**src/rtl/clk_freq_meter.sv**
```systemverilog
// clk_freq_meter: measures a divided clock over a fixed gate window of clk cycles.
// A start pulse opens a window of GATE_CYCLES cycles. In that window the meter counts
// rising edges (saturating) and high cycles of the synchronized input. The results
// are published together with a one-cycle done pulse.
// Ports:
//   clk, rst       system clock and synchronous active-high reset
//   sig_in         asynchronous signal under measurement
//   start          request a measurement; only accepted while idle
//   busy           window open
//   done           one-cycle pulse marking an update of the result outputs
//   edge_count     rising edges seen in the last window (saturating)
//   high_cycles    window cycles with synchronized sig_in high
//   overflow       edge_count saturated during the last window
module clk_freq_meter #(
    parameter int unsigned GATE_CYCLES = 50000,
    parameter int unsigned CNT_W       = 16,
    parameter int unsigned SYNC_STAGES = 2,
    localparam int unsigned GATE_W     = $clog2(GATE_CYCLES + 1)
) (
    input  logic              clk,
    input  logic              rst,
    input  logic              sig_in,
    input  logic              start,
    output logic              busy,
    output logic              done,
    output logic [CNT_W-1:0]  edge_count,
    output logic [GATE_W-1:0] high_cycles,
    output logic              overflow
);

    typedef enum logic {IDLE, MEAS} state_t;

    localparam logic [CNT_W-1:0]  EDGE_MAX = '1;
    localparam logic [GATE_W-1:0] GATE_LAST = GATE_W'(GATE_CYCLES - 1);

    state_t                  state_q, state_d;
    logic [SYNC_STAGES-1:0]  sync_q, sync_d;
    logic                    s_d_q, s_d_d;
    logic [GATE_W-1:0]       gate_cnt_q, gate_cnt_d;
    logic [CNT_W-1:0]        edge_acc_q, edge_acc_d;
    logic [GATE_W-1:0]       high_acc_q, high_acc_d;
    logic                    sat_q, sat_d;
    logic                    busy_q, busy_d;
    logic                    done_q, done_d;
    logic [CNT_W-1:0]        edge_count_q, edge_count_d;
    logic [GATE_W-1:0]       high_cycles_q, high_cycles_d;
    logic                    overflow_q, overflow_d;

    // Synchronized level, its rising edge, and the accumulator values including this cycle
    logic              s_c;
    logic              rise_c;
    logic [CNT_W-1:0]  edge_nxt_c;
    logic [GATE_W-1:0] high_nxt_c;
    logic              sat_nxt_c;

    always_comb begin
        s_c        = sync_q[SYNC_STAGES-1];
        rise_c     = s_c & ~s_d_q;
        edge_nxt_c = edge_acc_q;
        sat_nxt_c  = sat_q;
        // An edge that would wrap the accumulator is dropped and flagged instead
        if (rise_c) begin
            if (edge_acc_q == EDGE_MAX) begin
                sat_nxt_c = 1'b1;
            end else begin
                edge_nxt_c = edge_acc_q + CNT_W'(1);
            end
        end
        high_nxt_c = high_acc_q + GATE_W'(s_c);
    end

    // Next-state and output logic
    always_comb begin
        state_d       = state_q;
        sync_d        = {sync_q[SYNC_STAGES-2:0], sig_in};
        s_d_d         = s_c;
        gate_cnt_d    = gate_cnt_q;
        edge_acc_d    = edge_acc_q;
        high_acc_d    = high_acc_q;
        sat_d         = sat_q;
        busy_d        = busy_q;
        done_d        = 1'b0;
        edge_count_d  = edge_count_q;
        high_cycles_d = high_cycles_q;
        overflow_d    = overflow_q;

        case (state_q)
            IDLE: begin
                if (start) begin
                    state_d    = MEAS;
                    busy_d     = 1'b1;
                    gate_cnt_d = '0;
                    edge_acc_d = '0;
                    high_acc_d = '0;
                    sat_d      = 1'b0;
                end
            end
            MEAS: begin
                gate_cnt_d = gate_cnt_q + GATE_W'(1);
                edge_acc_d = edge_nxt_c;
                high_acc_d = high_nxt_c;
                sat_d      = sat_nxt_c;
                // Last window cycle: publish results including this cycle's sample
                if (gate_cnt_q == GATE_LAST) begin
                    state_d       = IDLE;
                    busy_d        = 1'b0;
                    done_d        = 1'b1;
                    edge_count_d  = edge_nxt_c;
                    high_cycles_d = high_nxt_c;
                    overflow_d    = sat_nxt_c;
                end
            end
            default: begin
                state_d = IDLE;
                busy_d  = 1'b0;
            end
        endcase
    end

    // State and output registers
    always_ff @(posedge clk) begin
        if (rst) begin
            state_q       <= IDLE;
            sync_q        <= '0;
            s_d_q         <= 1'b0;
            gate_cnt_q    <= '0;
            edge_acc_q    <= '0;
            high_acc_q    <= '0;
            sat_q         <= 1'b0;
            busy_q        <= 1'b0;
            done_q        <= 1'b0;
            edge_count_q  <= '0;
            high_cycles_q <= '0;
            overflow_q    <= 1'b0;
        end else begin
            state_q       <= state_d;
            sync_q        <= sync_d;
            s_d_q         <= s_d_d;
            gate_cnt_q    <= gate_cnt_d;
            edge_acc_q    <= edge_acc_d;
            high_acc_q    <= high_acc_d;
            sat_q         <= sat_d;
            busy_q        <= busy_d;
            done_q        <= done_d;
            edge_count_q  <= edge_count_d;
            high_cycles_q <= high_cycles_d;
            overflow_q    <= overflow_d;
        end
    end

    assign busy        = busy_q;
    assign done        = done_q;
    assign edge_count  = edge_count_q;
    assign high_cycles = high_cycles_q;
    assign overflow    = overflow_q;

endmodule
```
**config.mk**
```make
export PLATFORM = sky130hd
export DESIGN_NAME = clk_freq_meter
export DESIGN_NICKNAME = d
export VERILOG_FILES = /design/src/rtl/clk_freq_meter.sv
export SDC_FILE = /design/constraint.sdc
export NUM_CORES = 1
export LEC_CHECK = 0
export ABC_AREA = 0
export BUFFER_PORTS_ARGS = -buffer_cell sky130_fd_sc_hd__buf_2
export CORE_ASPECT_RATIO = 1.25
export CORE_UTILIZATION = 45
export CTS_BUF_LIST = sky130_fd_sc_hd__clkbuf_16
export DETAILED_ROUTE_END_ITERATION = 8
export SYNTH_ARGS = -nofsm -noshare
export SYNTH_HDL_FRONTEND = slang
export SYNTH_SLANG_ARGS = --single-unit
```
**constraint.sdc**
```tcl
create_clock -name clk -period 2.6 [get_ports clk]
set_input_delay 0.26 -clock clk [delete_from_list [all_inputs] [get_ports clk]]
set_output_delay 0.26 -clock clk [all_outputs]
set_load 0.02 [all_outputs]
```
# Word level (Yosys, flattened, before mapping)

Index checks and enable logic that the tools add are counted.

Add/sub/neg operators: 3
Equality and inequality tests: 4
Muxes and demuxes: 17
Bitwise gates (word level): 3
Reductions and logical operators: 3

Operator list:

| cell                    | count |
|---|---|
| $pmux W16 S2            | 3 |
| $mux W16                | 3 |
| $add A16 B1 Y16 const B | 2 |
| $eq A16 B16 Y1 const B  | 2 |
| $add A16 B1 Y16         | 1 |
| $mux W1                 | 8 |
| $pmux W1 S2             | 3 |
| $reduce_and A2 Y1       | 2 |
| $ne A2 B1 Y1 const B    | 1 |
| $ne A2 B2 Y1 const B    | 1 |
| $not A1 Y1              | 2 |
| $reduce_or A2 Y1        | 1 |
| $and A1 B1 Y1           | 1 |

Register bits after elaboration: 88
Input bits: 4
Output and inout bits: 35
Word-level logic and storage cells: 42

# Longest topological paths before layout

Gate-level depths: netlist of the first run.

Depth after elaboration: 4
Mapped depth: 8
Depth with buffers taken out: 7

# Worst setup path after synthesis of the first run

OpenSTA, ideal clock, no wires.

Path kind: flip-flop to flip-flop
Start point: reg edge_acc_q[0]
End point: reg edge_acc_q[9]
Setup time: 74 ps
Arrival time: 1,796 ps
Data required time: 2,526 ps
Slack: 730 ps
Stages on the path, launching flop included: 7
Buffers on the path: 1
Period minus slack after synthesis: 1,870 ps
Path through: dfxtp_1 nand4b_2 or2_0 buf_2 or4b_4 or3_1 o21ai_0

Longest elaborated chain between the ends: 4
Elaborated cells between the ends (all ways): 5
Classes of those cells: add/sub: 1; eq/ne: 1; mux: 3

RTL lines:

| what                                              | RTL line | text |
|---|---|---|
| start, declared                                   | 40       | `logic [CNT_W-1:0] edge_acc_q, edge_acc_d;` |
| start signal, assigned                            | 140      | `edge_acc_q <= edge_acc_d;` |
| $add A16 B1 Y16 or $eq A16 B16 Y1 (tied branches) | 66, 63   |  |
| $mux W16 *                                        | 63       | `if (edge_acc_q == EDGE_MAX) begin` |
| $mux W16 *                                        | 62       | `if (rise_c) begin` |
| $pmux W16 S2 *                                    | 87       | `case (state_q)` |

Mark *: on every way between the ends. The rest lies on a longest branch, timed or not.
A chain may end at the register's enable or synchronous reset.

# Final worst setup path of the first run

Start point: reg edge_acc_q[0]
End point: reg edge_acc_q[6]

The elaborated chain is that of the path after synthesis.

==> results of run 1 <==
cell type report:
type / count / area, µm² / share of cell area
multi-input combinational: 364 / 2170 / 0.469
sequential: 88 / 1760 / 0.381
tap: 120 / 150 / 0.0324
timing repair buffer: 43 / 228 / 0.0492
clock inverter: 7 / 63.8 / 0.0138
clock buffer: 9 / 225 / 0.0487
inverter: 8 / 30.0 / 0.00649
final timing paths:
kind	from	endpoint	slack, ps	cells after the start
worst max-delay path	edge_acc_q[0]	edge_acc_q[6]	430	6
worst min-delay path	sig_in	sync_q[0]	130	2
worst max register to register	edge_acc_q[0]	edge_acc_q[6]	430	6
worst min register to register	sync_q[0]	sync_q[1]	440	1
worst max-delay path, delay by kind of cell (launching register included):
kind	cells	cell delay, ps
AOI/OAI and AO/OA	2	350
adders and majority gates	1	240
DFF	1	430
and+or+nand+nor	3	1060
cell usage in the layout, fill, tap and decap left out, types with 3 or more instances in the layout:
cell	count
a31oi_1	6
ha_1	4
xnor2_1	14
o21ai_0	48
xor2_1	15
nand2_1	71
a311oi_1	6
o31a_1	3
nor3b_1	5
and4_1	8
buf_2	38
a21oi_1	32
mux2i_1	5
a22o_1	3
a41oi_1	3
nor2b_1	4
nand3_1	18
nor3_1	9
dfxtp_1	88
nand3b_1	3
and3_1	5
buf_4	5
or3_1	7
nand4_1	14
o211ai_1	6
clkbuf_16	9
and2_1	4
nor4_1	6
inv_1	9
nand2b_1	5
nor2_1	32
logic make-up (layout without fill, tap and decap cells):
kind of cell	count (synthesis)	in the layout
flops	88	88
buf+inv	41	67
xor+xnor	29	29
fa+ha+maj	4	4
compound gates	118	118
simple gates	206	206
mux	7	7
through the flow:
stage / cells / area, µm² / hold slack (ps) / power [W] / worst slack, ps
global placement: 623 / 4340 / 426 / 0.00154 / 584
floorplan: 493 / 4090 / 388 / 0.00150 / 730
detailed placement: 623 / 4340 / 423 / 0.00154 / 503
global route: 639 / 4630 / 142 / 0.00287 / 325
finish: 639 / 4630 / 129 / 0.00277 / 429
CTS: 639 / 4630 / 122 / 0.00280 / 437
report_power, final:
group | internal (W) | switching [W]
Clock | 0.000735 | 0.000524
Combinational | 0.0000382 | 0.0000916
Sequential | 0.00136 | 0.0000180
per-layer routing:
| layer | up-vias | track usage |
|---|---|---|
| met5 | - | 0 |
| met4 | 0 | 0.112 |
| met3 | 18 | 0.0298 |
| met2 | 94 | 0.352 |
| met1 | 1669 | 0.274 |
| li1 | 1792 | - |
flip-flops by register name, summed over array words and instances, names as in the netlist:
| signal | count |
|---|---|
| sync_q | 2 |
| gate_cnt_q | 16 |
| s_d_q | 1 |
| state_q | 1 |
| high_cycles | 16 |
| edge_acc_q | 16 |
| overflow | 1 |
| done | 1 |
| edge_count | 16 |
| high_acc_q | 16 |
| sat_q | 1 |
| busy | 1 |
==> metrics.txt, run 1 <==
Nets 522; Die Ht 109 µm; Synth area leader dfxtp_1; first-pass detailed-route iteration total 4; Worst Clk Skew 9.03 ps; CP max stage delay 430 ps; XOR/XNOR Fraction of Synth Area 0.0622; gr ovfl total 0; largest net degree at the start of global routing 36; Mapped Cells 493; initial antenna violation count 0; Max transition margin 0.464; setup TNS 0 ps; hold crit path type input pin to flip-flop; diodes inserted 0; Worst EP arrival 2440 ps; syn avg cell area 8.29 µm²; total clock sinks 88; Setup Buffers After CTS 0; Synth top area share 0.431; met2 WL post-DR 4560 µm; main combinational cell family by area after synthesis simple AND/OR/NAND/NOR gates; required time of the critical path 2870 ps; Post-synth EDFFs 0; layout cells sized above 1 0.133; Final Hold Violating Endpoints 0; core area 0.00875 mm²; global-route usage over all layers 0.215; Final setup viols 0; RSZ-0062 raised after global routing no; CTS max path bufs 2; Rows 38; dpl hpwl 6340 µm; simple-gate share of the synthesized area 0.265; metal1 wirelength 4500 µm; Netlist cell types 54; post-DR wirelength/cell 15.2 µm; layout filler cell count 898; mapped cell area 0.00409 mm²; top routing layer used met4; VDD IR max 0.369 mV; TritonCTS clock tree yes; met3 WL 394 µm; die width 87.2 µm; worst path cell trace ha_1 > and3b_1 > and3_1 > o2111ai_1 > or3_1 > o21ai_0; Critical Path Fanout Max 12; Max Cap Viol 0; CP max stage cell dfxtp_1; Most used DFF post-synth dfxtp_1; YS warnings 0; Power per Cell Area 599 mW/mm²; TritonCTS Buffers 9; ANT nets after route 0; port bufs 38; multiplexer share of the synthesized area 0.0178; Async SR Flop Fraction 0; Worst Setup Start Kind flip-flop; Post-Syn Nets 501; CTS Hold Bufs 0; CTS Root Cell clkbuf_16; Worst setup EP type flip-flop; Core Util, Final 0.529; fin. max-slew vios 0; register area share after synthesis 0.431; minimum clock period 2170 ps; post-synthesis adder-cell area fraction 0.0123; Post-synth top cells dfxtp_1, nand2_1, o21ai_0, a21oi_1, nor2_1; leakage power 1.70 nW; clock-pin slew on the worst setup and hold paths 70 ps; post-DR vias/cell 5.59; Synth-to-Final Area Change 13.3%; #FFs+latches synth 88; Detailed Route WL 9680 µm; number of global-route vias before repair 3,259; Initial Util 0.467; DRT iter0 DRCs 235; Compound-Gate Fraction of Synth Area 0.173; period utilization 0.835; fmax 0.461 GHz; top-count cell post-synth dfxtp_1; Ports 39; die area 0.00947 mm²; H-tree Lvls 3; DRC viols 0; Worst-Skew Late Latency 340 ps; vias 3,573; Slew @ Worst Pin 801 ps; first-pass GRT wire length 15,700 µm; worst setup path category flip-flop to flip-flop; status complete, no violations; post-CTS sizing 0; RePlAce Congestion 0.849; Area contributors post-synth dfxtp_1, nand2_1, o21ai_0, a21oi_1, xor2_1
Power figures use the tool's default switching activity.
==> run 2, diff against run 1 <==
--- a/config.mk
+++ b/config.mk
@@ -5,12 +5,13 @@
 export SDC_FILE = /design/constraint.sdc
 export NUM_CORES = 1
 export LEC_CHECK = 0
-export ABC_AREA = 0
+export ABC_AREA = 1
 export BUFFER_PORTS_ARGS = -buffer_cell sky130_fd_sc_hd__buf_2
 export CORE_ASPECT_RATIO = 1.25
 export CORE_UTILIZATION = 45
 export CTS_BUF_LIST = sky130_fd_sc_hd__clkbuf_16
 export DETAILED_ROUTE_END_ITERATION = 8
+export PLACE_DENSITY = 0.66
 export SYNTH_ARGS = -nofsm -noshare
 export SYNTH_HDL_FRONTEND = slang
 export SYNTH_SLANG_ARGS = --single-unit
==> constraint.sdc (replaced) <==
create_clock -name clk -period 1.8 [get_ports clk]
set_input_delay 0.18 -clock clk [delete_from_list [all_inputs] [get_ports clk]]
set_output_delay 0.18 -clock clk [all_outputs]
set_load 0.02 [all_outputs]
==> metrics.txt, run 2 <==
Worst EP arrival 1920 ps (-520 ps); clock-pin slew on the worst setup and hold paths 60 ps (about the same); status finished, violations left; period utilization 0.920 (+0.0850); total power 0.00388 W (+40%); syn avg cell area 6.69 µm² (-19%); reg2reg path depth 8 (+2); commonest cells after routing, fill and taps aside nand2_1, nand3_1, dfxtp_1; first-pass GRT wire length 16,600 µm (+5.8%); Most used DFF post-synth dfxtp_1; number of global-route vias before repair 3,714 (+14%); TritonCTS clock tree yes; die area 0.00974 mm² (+2.8%); Final Hold Violating Endpoints 0 (unchanged); Power per Cell Area 793 mW/mm² (+32%); minimum clock period 1660 ps (-515 ps); register area share after synthesis 0.419 (-0.0122); total clock sinks 88 (unchanged); DRC viols 2 (+2); Slew @ Worst Pin 417 ps (-384 ps); H-tree Lvls 3 (unchanged); dpl hpwl 6960 µm (+9.8%); Psw 0.000840 W (+33%); largest net degree at the start of global routing 37 (+2.8%); Async SR Flop Fraction 0 (unchanged); YS warnings 0 (unchanged); CTS Hold Bufs 0 (unchanged); fmax 0.604 GHz (+31%); sw frac 0.216 (-0.0123); VDD IR max 0.528 mV (+43%); port bufs 38 (unchanged); CTS max path bufs 2 (unchanged); post-DR vias/cell 5.12 (-8.5%); clock power share 0.458 (+0.003); required time of the critical path 2070 ps (-800 ps); Worst Setup Start Kind flip-flop; Die Ht 110 µm (+1.4%); failing checks design-rule violations; Worst-Skew Late Latency 330 ps (about the same); Critical Path Fanout Max 3 (-9); Detailed Route WL 9820 µm (+1.4%); Area contributors post-synth dfxtp_1, nand2_1, nand3_1, a21oi_1, inv_1; Gate power share 0.035 (-0.012); Flop pwr share 0.506 (+0.008); Post-synth EDFFs 0 (unchanged); CTS Root Cell clkbuf_16; #FFs+latches synth 88 (unchanged); post-DR wirelength/cell 12.3 µm (-19%); Max transition margin 0.722 (+0.258); Ports 39 (unchanged); internal power consumption 0.00304 W (+42%); Rows 39 (+2.6%); ANT nets after route 0 (unchanged); TritonCTS Buffers 9 (unchanged); post-route setup slack 144 ps (-285 ps); Synth-to-Final Area Change 16.4%; global-route usage over all layers 0.216 (+0.00155); layout cells sized above 1 0.129 (-0.00425); vias 4,090 (+14%); Post-synth top cells nand2_1, nand3_1, dfxtp_1, inv_1, nor2_1; Core Util, Final 0.536 (+0.00724); fin. max-slew vios 0 (unchanged); first-pass detailed-route iteration total 6 (+2); Mapped Cells 628 (+27%); DRT iter0 DRCs 195 (-17%); leakage power 2.10 nW (+24%); Final setup viols 0 (unchanged); hold crit path type input pin to flip-flop; RePlAce Congestion 0.915 (+7.9%); Post-Syn Nets 636 (+27%); worst setup path category flip-flop to flip-flop; Nets 680 (+30%); RSZ-0062 raised after global routing yes; mapped cell area 0.00420 mm² (+2.9%); placed insts 784 (+26%); core area 0.00913 mm² (+4.3%); diodes inserted 0 (unchanged); gr ovfl total 0 (unchanged); die width 88.5 µm (+1.4%); DP Worst Slack 67.3 ps (-435 ps); Max Cap Viol 0 (unchanged); Netlist cell types 28 (-48%); initial antenna violation count 0 (unchanged); Worst setup EP type flip-flop; Initial Util 0.461 (-0.00625); Synth top area share 0.419 (-0.0122); hold depth 3 (+1); Non-Filler Instances 799 (+25%); Synth area leader dfxtp_1; Worst Clk Skew 4.22 ps (-4.81 ps); commonest non-fill, non-tap cell in the layout nand2_1; top-count cell post-synth nand2_1
-- run 2: final timing paths --
kind | start | end | slack [ps]
setup / recovery | sync_q[1] | high_acc_q[10] | 140
hold / removal | sig_in | sync_q[0] | 60
setup reg to reg | sync_q[1] | high_acc_q[10] | 140
hold reg to reg | sync_q[0] | sync_q[1] | 420
-- run 2: cell families (layout without fill, tap and decap cells) --
group / count (synthesis) / in the layout / share of synthesized area
AND/OR/NAND/NOR: 388 / 388 / 0.403
flip-flops: 88 / 88 / 0.419
buffers and inverters: 80 / 128 / 0.0747
AO/OA/AOI/OAI: 58 / 58 / 0.0705
XOR/XNOR: 10 / 10 / 0.0208
adder cells (fa/ha/maj): 4 / 4 / 0.0119
-- run 2: per-stage QoR --
| stage | hold slack (ps) | area (µm²) | TNS (ps) |
|---|---|---|---|
| finish | 55.1 | 4890 | 0 |
| global placement | 403 | 4600 | 0 |
| floorplan | 287 | 4200 | 0 |
| global route | 62.6 | 4890 | -69.7 |
| detailed placement | 407 | 4600 | 0 |
| CTS | 53.6 | 4880 | 0 |
-- run 2: power groups by stage --
| stage | registers, W | clock network [W] | logic [W] |
|---|---|---|---|
| after floorplan | 0.00201 | 0 | 0.0000848 |
| after global placement | 0.00201 | 0 | 0.000134 |
| after detailed placement | 0.00201 | 0 | 0.000136 |
| after CTS | 0.00197 | 0.00181 | 0.000137 |
| after global routing | 0.00197 | 0.00189 | 0.000153 |
| final | 0.00197 | 0.00178 | 0.000138 |
-- run 2: layer usage --
layer	track usage	vias to the layer above	share of wire	wire, µm
li1	-	2112	-	-
met3	0.0261	17	0.033	326
met1	0.277	1869	0.48	4720
met4	0.109	0	0.021	209
met2	0.358	92	0.46	4570
met5	0	-	0	0
-- run 2: what timing repair did --
| item | 4_1_cts | 5_1_grt |
|---|---|---|
| buffers inserted | 0 | 0 |
| endpoints found under the setup margin | 0 | 27 |
| resized for setup | 0 | 7 |
-- run 2: final cells by class --
type | count | area, µm²
clock buffers | 9 | 225
clock inverters | 6 | 53.8
fillers | 897 | 4230
inverters | 57 | 214
multi-input cells | 460 | 2140
flip-flops and latches | 88 | 1760
well taps | 123 | 154
repair buffers | 56 | 338
-- run 2: critical path, cell delays in order (launching register included) --
cell and delay [ps]:
dfxtp_1 350, ha_1 180, ha_1 190, nand2_1 90, nor2_1 220, nand2_1 110
o21ai_0 220, nand3_1 110, a21oi_1 120
==> run 3, diff against run 2 <==
--- a/config.mk
+++ b/config.mk
@@ -5,7 +5,6 @@
 export SDC_FILE = /design/constraint.sdc
 export NUM_CORES = 1
 export LEC_CHECK = 0
-export ABC_AREA = 1
 export BUFFER_PORTS_ARGS = -buffer_cell sky130_fd_sc_hd__buf_2
 export CORE_ASPECT_RATIO = 1.25
 export CORE_UTILIZATION = 45
==> metrics.txt, run 3 (same netlist as run 1, synthesis figures left out) <==
Worst EP arrival 2040 ps (+120 ps); CTS Root Cell clkbuf_16; final instance area 0.00514 mm² (+5.1%); Worst Clk Skew 9.01 ps (+4.79 ps); Rows 38 (-2.6%); Final setup viols 0 (unchanged); TritonCTS Buffers 9 (unchanged); Nets 569 (-16%); Worst setup EP type flip-flop; DRT iter0 DRCs 217 (+11%); Ports 39 (unchanged); hold_sp sig_in; initial antenna violation count 0 (unchanged); TritonCTS clock tree yes; Worst setup startpoint edge_acc_q[1]; setup TNS 0 ps (unchanged); die area 0.00947 mm² (-2.8%); Max transition margin 0.606 (-0.116); leakage power 1.96 nW (-6.5%); Slew @ Worst Pin 586 ps (+169 ps); Critical Path Fanout Max 4 (+1); first-pass detailed-route iteration total 5 (-1); Die Ht 109 µm (-1.4%); post-DR wirelength/cell 14.6 µm (+18%); Detailed Route WL 9990 µm (+1.7%); clock-pin slew on the worst setup and hold paths 60 ps (about the same); Final Hold Violating Endpoints 0 (unchanged); M2 GR Usage 0.373 (+0.0158); Initial Util 0.467 (+0.00625); core area 0.00875 mm² (-4.1%); Synth-to-Final Area Change 25.9%; gr ovfl total 0 (unchanged); Worst Setup Start Kind flip-flop; Max Cap Viol 0 (unchanged); hold slack 47.1 ps (-8.01 ps); dpl hpwl 7040 µm (+1.1%); largest net degree at the start of global routing 33 (-11%); total clock sinks 88 (unchanged); DP Worst Slack -47.7 ps (-115 ps); ANT nets after route 0 (unchanged); post-route setup slack 35.3 ps (-109 ps); grt met1 use 0.285 (+0.00841); M3 GR Usage 0.0458 (+0.0197); VDD IR max 0.487 mV (-7.8%); required time of the critical path 2080 ps (about the same); port bufs 38 (unchanged); RePlAce Congestion 0.941 (+2.8%); DRC viols 0 (-2); H-tree Lvls 3 (unchanged); status complete, no violations; number of global-route vias before repair 3,426 (-7.8%); minimum clock period 1760 ps (+109 ps); CTS max path bufs 2 (unchanged); commonest non-fill, non-tap cell in the layout dfxtp_1; worst setup path category flip-flop to flip-flop; die width 87.2 µm (-1.4%); layout cells sized above 1 0.256 (+0.127); global-route usage over all layers 0.227 (+0.0103); placed inst area 0.00470 mm² (+2.2%); commonest cells after routing, fill and taps aside dfxtp_1, nand2_1, buf_4; reg2reg start edge_acc_q[1]; fmax 0.567 GHz (-6.2%); first-pass GRT wire length 16,500 µm (-0.46%); RSZ-0062 raised after global routing yes; fin. max-slew vios 0 (unchanged); post-DR vias/cell 5.50 (+7.5%); diodes inserted 0 (unchanged); GRT Max-Usage Layer met2; hold crit path type input pin to flip-flop; Worst-Skew Late Latency 350 ps (+20 ps); vias 3,775 (-7.7%); period utilization 0.980 (+0.0603); Power per Cell Area 824 mW/mm² (+3.9%)
==> run 3: cell count changes in the layout (fill, tap and decap cells not counted), sizes merged, moves of 22 or more <==
cell	delta
nand2	-134
inv	-50
nand3	-79
o21ai	+36
nor2	-22
buf	+34
==> run 3: report_power, final <==
part	leakage, nW	total (W)	switching (W)	internal [W]
Clock	0.152	0.00200	0.000781	0.00121
Combinational	1.09	0.000243	0.000150	0.0000931
Sequential	0.716	0.00200	0.0000283	0.00197
Total	1.96	0.00424	0.000959	0.00328
==> run 3: layout make-up <==
type	count	area, µm²
well taps	120	150
fillers	823	3600
flip-flops and latches	88	1780
repair buffers	90	597
multi-input cells	364	2260
clock buffers	9	225
clock inverters	7	93.8
inverters	8	30.0
==> run 3: routing by layer <==
layer | up-vias | part of all wire
li1 | 1893 | -
met2 | 71 | 0.49
met1 | 1793 | 0.46
met4 | 0 | 0.020
met3 | 18 | 0.031
met5 | - | 0
==> run 3: path summary, 6_finish.rpt <==
path	slack, ps	depth (start not counted)	endpoint
setup / recovery	40	5	edge_acc_q[9]
hold / removal	50	2	sync_q[0]
setup reg to reg	40	5	edge_acc_q[9]
hold reg to reg	440	2	edge_count[6]
==> run 3: worst max-delay path, cell delays in order, from the launching register on <==
cell,delay [ps]
dfxtp_4,390
nand4b_4,110
or2_4,240
or4b_4,490
or3_1,390
o21ai_1,80
==> run 3: repair_timing <==
action	CTS	global route
setup buffers	1	3
gates resized for setup	1	35
setup endpoints to repair	6	49
pin swaps	2	7
hold buffers	0	0
==> run 3: per-stage QoR <==
step           utilization  power (W)  cells
2_1_floorplan            -    0.00217    493
3_3_place_gp         0.537    0.00227    667
3_5_place_dp         0.537    0.00227    667
4_1_cts              0.575    0.00427    684
5_1_grt              0.588    0.00440    686
6_report             0.588    0.00424    686
